File: config.mk
export PLATFORM = sky130hd
export DESIGN_NAME = mac_dot_seq
export DESIGN_NICKNAME = d
export VERILOG_FILES = /design/src/rtl/mac_ctrl_pkg.sv /design/src/rtl/mac_valid_pipe.sv /design/src/rtl/mac_dot_seq.sv
export SDC_FILE = /design/constraint.sdc
export NUM_CORES = 1
export LEC_CHECK = 0
export BUFFER_PORTS_ARGS = -buffer_cell sky130_fd_sc_hd__buf_4
export CAP_MARGIN = 25
export CORE_ASPECT_RATIO = 0.9
export CORE_MARGIN = 8
export CORE_UTILIZATION = 40
export DETAILED_ROUTE_END_ITERATION = 6
export PLACE_DENSITY = 0.76
export SKIP_LAST_GASP = 1
export SLEW_MARGIN = 10
export SYNTH_ARGS = -nofsm -noshare
export SYNTH_HDL_FRONTEND = slang
export SYNTH_SLANG_ARGS = --single-unit
File: constraint.sdc
create_clock -name i_clk -period 3.57 [get_ports i_clk]
set_input_delay 0.714 -clock i_clk [delete_from_list [all_inputs] [get_ports i_clk]]
set_output_delay 0.714 -clock i_clk [all_outputs]
set_load 0.02 [all_outputs]
File: src/rtl/mac_ctrl_pkg.sv
// Shared types and constants for the int8 MAC sequencer.
package mac_ctrl_pkg;
    typedef enum logic [1:0] {IDLE, RUN, DRAIN, DONE} state_t;

    localparam int LANES     = 8;
    localparam int IN_W      = 8;
    localparam int BUS_W     = LANES * IN_W;
    localparam int MAC_RES_W = 19;
    localparam int MAC_LAT   = 3;
endpackage

File: src/rtl/mac_valid_pipe.sv
// Purpose: shadows the MAC pipeline, marking which cycles carry a real beat result.
// Latency: tap rises DEPTH edges after the fire edge.
// Backpressure: none; shifts every cycle.
module mac_valid_pipe #(
    parameter int DEPTH = 3
) (
    input  logic clk,
    input  logic nrst,
    input  logic fire,
    output logic tap
);
    logic [DEPTH-1:0] pipe_q;

    always_ff @(posedge clk or negedge nrst) begin
        if (!nrst) begin
            pipe_q <= '0;
        end else begin
            pipe_q <= (pipe_q << 1) | DEPTH'(fire);
        end
    end

    assign tap = pipe_q[DEPTH-1];
endmodule

File: src/rtl/mac_dot_seq.sv
// Purpose: sequences an N-beat int8 dot-product job through the 8-lane MAC and accumulates. Optional: SATURATE_EN.
// Latency: result valid MAC_LAT edges after the last beat fire edge.
// Backpressure: beats accepted only in RUN; result held in DONE until i_res_ready.
module mac_dot_seq
    import mac_ctrl_pkg::*;
#(
    parameter int LEN_W = 8,
    parameter int ACC_W = 32
) (
    input  logic                 i_clk,
    input  logic                 i_nrst,
    input  logic                 i_start,
    input  logic [LEN_W-1:0]     i_cfg_beats,
    output logic                 o_busy,
    input  logic                 i_valid,
    output logic                 o_ready,
    input  logic [BUS_W-1:0]     i_a,
    input  logic [BUS_W-1:0]     i_b,
    output logic [BUS_W-1:0]     o_mac_a,
    output logic [BUS_W-1:0]     o_mac_b,
    input  logic [MAC_RES_W-1:0] i_mac_res,
    output logic                 o_res_valid,
    input  logic                 i_res_ready,
    output logic [ACC_W-1:0]     o_res,
    output logic                 o_sat
);
    state_t state_q, state_d;

    logic [LEN_W-1:0]        beats_q, issued_q, recv_q;
    logic signed [ACC_W-1:0] acc_q, acc_nx;
    logic                    fire, tap, start_ok, last_issue, last_recv;

    assign start_ok   = i_start && (i_cfg_beats != '0);
    assign fire       = i_valid && (state_q == RUN);
    assign last_issue = (issued_q == beats_q - LEN_W'(1));
    assign last_recv  = (recv_q == beats_q - LEN_W'(1));

    // Zeroed MAC inputs on non-fire cycles keep bubbles from adding anything.
    assign o_mac_a = fire ? i_a : '0;
    assign o_mac_b = fire ? i_b : '0;

    mac_valid_pipe #(.DEPTH(MAC_LAT)) u_valid_pipe (
        .clk  (i_clk),
        .nrst (i_nrst),
        .fire (fire),
        .tap  (tap)
    );

    always_ff @(posedge i_clk or negedge i_nrst) begin
        if (!i_nrst) begin
            state_q <= IDLE;
        end else begin
            state_q <= state_d;
        end
    end

    always_comb begin
        state_d = state_q;
        case (state_q)
            IDLE:    if (start_ok) state_d = RUN;
            RUN:     if (fire && last_issue) state_d = DRAIN;
            DRAIN:   if (tap && last_recv) state_d = DONE;
            DONE:    if (i_res_ready) state_d = IDLE;
            default: state_d = IDLE;
        endcase
    end

    always_comb begin
        o_busy      = (state_q != IDLE);
        o_ready     = (state_q == RUN);
        o_res_valid = (state_q == DONE);
    end

    always_ff @(posedge i_clk or negedge i_nrst) begin
        if (!i_nrst) begin
            beats_q  <= '0;
            issued_q <= '0;
            recv_q   <= '0;
        end else if (state_q == IDLE && start_ok) begin
            beats_q  <= i_cfg_beats;
            issued_q <= '0;
            recv_q   <= '0;
        end else begin
            if (fire) issued_q <= issued_q + LEN_W'(1);
            if (tap)  recv_q   <= recv_q + LEN_W'(1);
        end
    end

`ifdef SATURATE_EN
    logic signed [ACC_W:0] sum_w;
    logic                  ovf;
    logic                  sat_q;

    // One guard bit: overflow shows as disagreement between the top two bits.
    always_comb begin
        sum_w  = (ACC_W+1)'(acc_q) + (ACC_W+1)'($signed(i_mac_res));
        ovf    = (sum_w[ACC_W] != sum_w[ACC_W-1]);
        acc_nx = sum_w[ACC_W-1:0];
        if (ovf) begin
            acc_nx = sum_w[ACC_W] ? {1'b1, {(ACC_W-1){1'b0}}} : {1'b0, {(ACC_W-1){1'b1}}};
        end
    end

    always_ff @(posedge i_clk or negedge i_nrst) begin
        if (!i_nrst) begin
            sat_q <= 1'b0;
        end else if (state_q == IDLE && start_ok) begin
            sat_q <= 1'b0;
        end else if (tap && ovf) begin
            sat_q <= 1'b1;
        end
    end

    assign o_sat = sat_q;
`else
    always_comb begin
        acc_nx = acc_q + ACC_W'($signed(i_mac_res));
    end

    assign o_sat = 1'b0;
`endif

    always_ff @(posedge i_clk or negedge i_nrst) begin
        if (!i_nrst) begin
            acc_q <= '0;
        end else if (state_q == IDLE && start_ok) begin
            acc_q <= '0;
        end else if (tap) begin
            acc_q <= acc_nx;
        end
    end

    assign o_res = acc_q;
endmodule

# [Word-level counts from Yosys, hierarchy flattened]
# Cells that the tools add are included.
[classes] n_addsub=4 eq_ne=9 muxes=13 bitwise=1 reduce_logical=11
[ops] op="$mux 64" n=2
[ops] op="$mux 32" n=2
[ops] op="$add 32x19->32" n=1
[ops] op="$mux 8" n=4
[ops] op="$add 8x1->8 const B" n=2
[ops] op="$eq 8x8->1" n=2
[ops] op="$mux 2" n=4
[ops] op="$pmux 2 s4" n=1
[ops] op="$reduce_bool 8->1" n=1
[ops] op="$sub 8x1->8 const B" n=1
[ops] op="$reduce_bool 2->1" n=3
[ops] op="$logic_and 1x1->1" n=5
[ops] op="$eq 2x2->1 const B" n=2
[ops] op="$ne 2x1->1 const B" n=2
[ops] op="$ne 2x2->1 const B" n=2
[ops] op="$reduce_and 4->1" n=1
[ops] op="$or 3x1->3" n=1
[ops] op="$eq 2x1->1 const B" n=1
[ops] op="$logic_not 2->1" n=1
[totals] reg_bits=61 inputBits=160 output_inout_bits=164

# [Logic depth before layout (Yosys ltp)]
[logic_depth] ltp_word=5 ltp_mapped=11

# [By module]
# From an unflattened synthesis, not the netlist that was laid out.
[hier_totals] cells_unflattened=738 hier_area_um2=5728.0
[by_module_without_submodules] module="mac_dot_seq" instances=1 cells_each=735 area_per_inst_um2=5652.9 seq_area_each_um2=1451.4
[by_module_without_submodules] module="mac_valid_pipe" instances=1 cells_each=3 area_per_inst_um2=75.1 seq_area_each_um2=75.1

# [Worst setup path before layout]
# No wires, ideal clock.
[synth_timing] kind="input to register" from="in i_mac_res[0]" to="reg acc_q[30], in the netlist o_res[30]" t_arrival_ps=2698 required_time_ps=3442 path_slack_ps=744 path_stages=11 path_buffers=0 cell_sequence="ha_1 inv_1 fa_1 nand2b_1 a21oi_1 o2111ai_1 a21oi_1 o21ai_0 o31ai_1 mux2i_1 nand3_1"
[synth_between] elab_chain_cells=3
[synth_rtl] element="from (decl)" line_no="mac_dot_seq.sv:21" rtl="input logic [MAC_RES_W-1:0] i_mac_res,"
[synth_rtl] element="$add 32x19->32" line_no="mac_dot_seq.sv:117" rtl="acc_nx = acc_q + ACC_W'($signed(i_mac_res));"
[synth_rtl] element="$mux 32" line_no="mac_dot_seq.sv:128" rtl="end else if (tap) begin"
[synth_rtl] element="$mux 32" line_no="mac_dot_seq.sv:126" rtl="end else if (state_q == IDLE && start_ok) begin"
[synth_rtl] element="to (signal assigned)" line_no="mac_dot_seq.sv:129" rtl="acc_q <= acc_nx;"
[synth_rtl] element="to (decl)" line_no="mac_dot_seq.sv:30" rtl="logic signed [ACC_W-1:0] acc_q, acc_nx;"
# Every way passes these cells. The select of a mux whose other input is x is not followed.
# A chain may end at the register's enable or synchronous reset.

# [Final worst setup path]
# Same ends and word-level chain as after synthesis.

==> impl_metrics.csv <==
group,metric,value,unit
outcome,outcome,"finished, final reports clean",
synth,yosysMostFrequentCell,"and3_1",
timing,whs,0.361,ns
synth,syn_area,5690,µm²
timing,fin_worst_skew,0.00776,ns
synth,synth.area.top_cells,"dfrtp_1 27%, and3_1 15%, ha_1 8.4%, xnor2_1 4.2%, nand2_1 4.0%",
worst_setup_path,reg2reg_depth,11,
clock_tree,cts_buffer_depth,2,
timing,min_period_over_period,85.5,%
timing,grt_setup_unrepaired,"false",
route,drc,0,
clock_tree,cts_sinks,61,
synth,synth.avg_cell_area,7.89,µm²
worst_setup_path,reg2reg_slack,0.59,ns
power,switchingPower,2.90,mW
global_route,grt_pass1_wl,34.7,mm
timing,final_hold_viol_count,0,
route,num_vias,6513,
clock_tree,path_clk_slew,0.06,ns
clock_tree,holdBufCountCts,0,
power,pwr-share-clk,15.3,%
floorplan,dieArea,18300,µm²
synth,yosysTopAreaCell,"dfrtp_1",
synth,async_flop_share,100,%
floorplan,die_w,142,µm
global_route,grt_max_degree,131,
synth,synth_top_cell_area_share,26.8,%
worst_setup_path,crit_chain,"buf_4 -> ha_1 -> inv_1 -> fa_1 -> nand2b_1 -> a21oi_1 -> o2111ai_1 -> a21oi_1 -> o21ai_0 -> o31ai_1 -> mux2i_1 -> nand3_1",
route,drt_iter0_markers,461,
timing,relSlewSlack,38.8,%
worst_hold_path,min_from,"u_valid_pipe.pipe_q[0]",
route,viasPerCell,5.40,
worst_hold_path,holdCritPathClass,"flop to flop",
worst_setup_path,startpoint_type,"input port",
power,p_total,6.15,mW
clock_tree,htree_levels,3,
worst_setup_path,reg2reg_to,"o_res[30]",
global_route,first_global_vias,6382,
synth,yosys_warnings,0,
route,wirelength,23.2,mm
global_route,antenna_found_initial,0,
placement,placed_cells,1191,
floorplan,io_pins,324,
synth,ys_types,72,
placement,dp_hpwl,18.5,mm
synth,syn-num-nets,920,
worst_hold_path,hold_depth,0,
layout,fillCellCount,1298,
timing,fin_ws,0.518,ns
worst_setup_path,arrival,3.26,ns
layout,layout.nets,1208,
route,dr.pass1.iters,5,
placement,numPortBuffers,322,
layout,ff_latch_area,1530,µm²
clock_tree,cts_made_buffers,9,
placement,routabilityCongestion,0.948,
synth,synthFlopType,"dfrtp_1",
layout,drive_gt1_share,35.4,%
worst_setup_path,crit_fanout,3,
layout,syn2layout_area_growth,50.0,%
power,leakagePower,4.70,nW
clock_tree,clk_latency,0.33,ns
worst_setup_path,cpMostUsedCell,"a21oi_1",
power,power.density,721,nW/µm²
power,irDropWorstVdd,0.366,mV
power,pwr-share-comb,64.4,%
layout,antenna_cells,0,
timing,fmax,0.328,GHz
worst_setup_path,criticalPathCategory,"input port to flop",
worst_setup_path,cpMaxStageDelayCell,"fa_1",
timing,worstMarginPinSlew,0.919,ns
power,p_int,3.25,mW
placement,dp_slack,0.252,ns
layout,multi_input_area,3870,µm²
synth,synth_commonest_cells,"132 x and3_1, 61 x dfrtp_1, 60 x nand2_1, 54 x nor2_1, 47 x clkbuf_1",
clock_tree,cts-root-buf,"clkbuf_16",
route,wl_per_cell,19.3,µm
worst_hold_path,hold_end,"u_valid_pipe.pipe_q[1]",
synth,syn_inst,721,
clock_tree,cts_tree,"built",
power,power_frac_seq,20.3,%
global_route,overflow,0,
worst_setup_path,cpPeakStageDelay,0.38,ns
synth,yosysSeqAreaShare,26.8,%
clock_tree,cts_setup_buffers,0,
clock_tree,cts-resized-gates,0,
layout,instances_no_fill,1206,
floorplan,initial_core_util,40.8,%
synth,synth_edf_count,0,
run,maxCapViolCount,0,
route,drtAntennaViolNets,0,
timing,setup_tns,0,ns
synth,yosys_register_bits,61,
worst_setup_path,r2r-start,"o_res[0]",
timing,setup_viol,0,
floorplan,num_rows,41,
power,p_sw_share,47.2,%
global_route,grt_usage,23.9,%
timing,slew_viol_final,0,
worst_setup_path,crit_required,3.78,ns
timing,layout_min_cycle_time,3.05,ns
worst_setup_path,crit_path_end_kind,"flop",
floorplan,chipHeight,129,µm
floorplan,core,14000,µm²
state kept, by name, indices dropped and copies added (netlist names):
name,cells
beats_q,8
o_res,32
recv_q,8
state_q,2
issued_q,8
u_valid_pipe.pipe_q,3
power groups by stage:
| stage | Combinational (mW) | Clock (mW) | Sequential [mW] |
|---|---|---|---|
| floorplan | 2.52 | 0 | 1.33 |
| global placement | 3.90 | 0 | 1.24 |
| detailed placement | 3.94 | 0 | 1.25 |
| CTS | 3.96 | 0.949 | 1.24 |
| global route | 4.34 | 0.980 | 1.28 |
| finish | 3.96 | 0.942 | 1.25 |
worst max-delay path, delay by kind of cell:
kind | cells | cell delay (ns)
buf+inv | 2 | 0.14
fa+ha+maj | 2 | 0.56
compound gates | 5 | 1.38
mux | 1 | 0.21
simple gates | 2 | 0.24
cells by family after synthesis:
group / after synthesis / synth area share [%]
XOR/XNOR: 49 / 7.78
AO/OA/AOI/OAI: 142 / 16.0
flip-flops: 61 / 26.8
buffers and inverters: 74 / 5.15
AND/OR/NAND/NOR: 334 / 31.7
adder cells (fa/ha/maj): 40 / 8.88
other: 1 / 0.0659
multiplexers: 20 / 3.63
layer usage:
| metal | global-route usage [%] | share of wire, % | routed length, µm | vias up |
|---|---|---|---|---|
| met5 | 0 | 0 | 0 | - |
| met2 | 38.1 | 47 | 10800 | 287 |
| met3 | 7.61 | 9.0 | 2090 | 30 |
| met4 | 8.52 | 2.9 | 665 | 0 |
| li1 | - | - | - | 3172 |
| met1 | 30.0 | 41 | 9620 | 3024 |
placed cells by master, fill, tap and decap left out, types with 9 or more instances in the layout:
cell type and instances:
xor2_1 21, dfrtp_1 61, and3_1 132, a21oi_1 41
nor2_1 54, mux2i_1 18, nand2_1 60, clkbuf_16 9
buf_4 331, inv_1 19, ha_1 37, o21ai_0 31
a21o_1 11, nand3_1 21, xnor2_1 27, nor3_1 19
how the worst max path moves through the flow:
stage,slack [ns],startpoint,cells after the start,to
6_report,0.52,i_mac_res[0],12,o_res[30]
5_1_grt,0.40,i_mac_res[0],12,o_res[30]
3_5_place_dp,0.25,i_mac_res[0],12,o_res[30]
4_1_cts,0.57,i_mac_res[0],12,o_res[30]
2_1_floorplan,0.74,i_mac_res[0],11,o_res[30]
3_3_place_gp,0.30,i_mac_res[0],12,o_res[30]
cell type report:
type,instances,share of cell area (%)
Clock inverter,4,0.850
Clock buffer,11,2.84
Multi-Input combinational cell,586,45.4
Tap cell,193,2.83
Inverter,19,0.836
Sequential cell,61,17.9
Timing Repair Buffer,332,29.4
metrics by stage:
stage | instance area, µm² | utilization, %
after floorplan | 5690 | -
after global placement | 8220 | 58.9
after detailed placement | 8220 | 58.9
after CTS | 8530 | 61.2
after global routing | 8530 | 61.2
final | 8530 | 61.2
No activity file was read; power rests on OpenSTA's default activity.
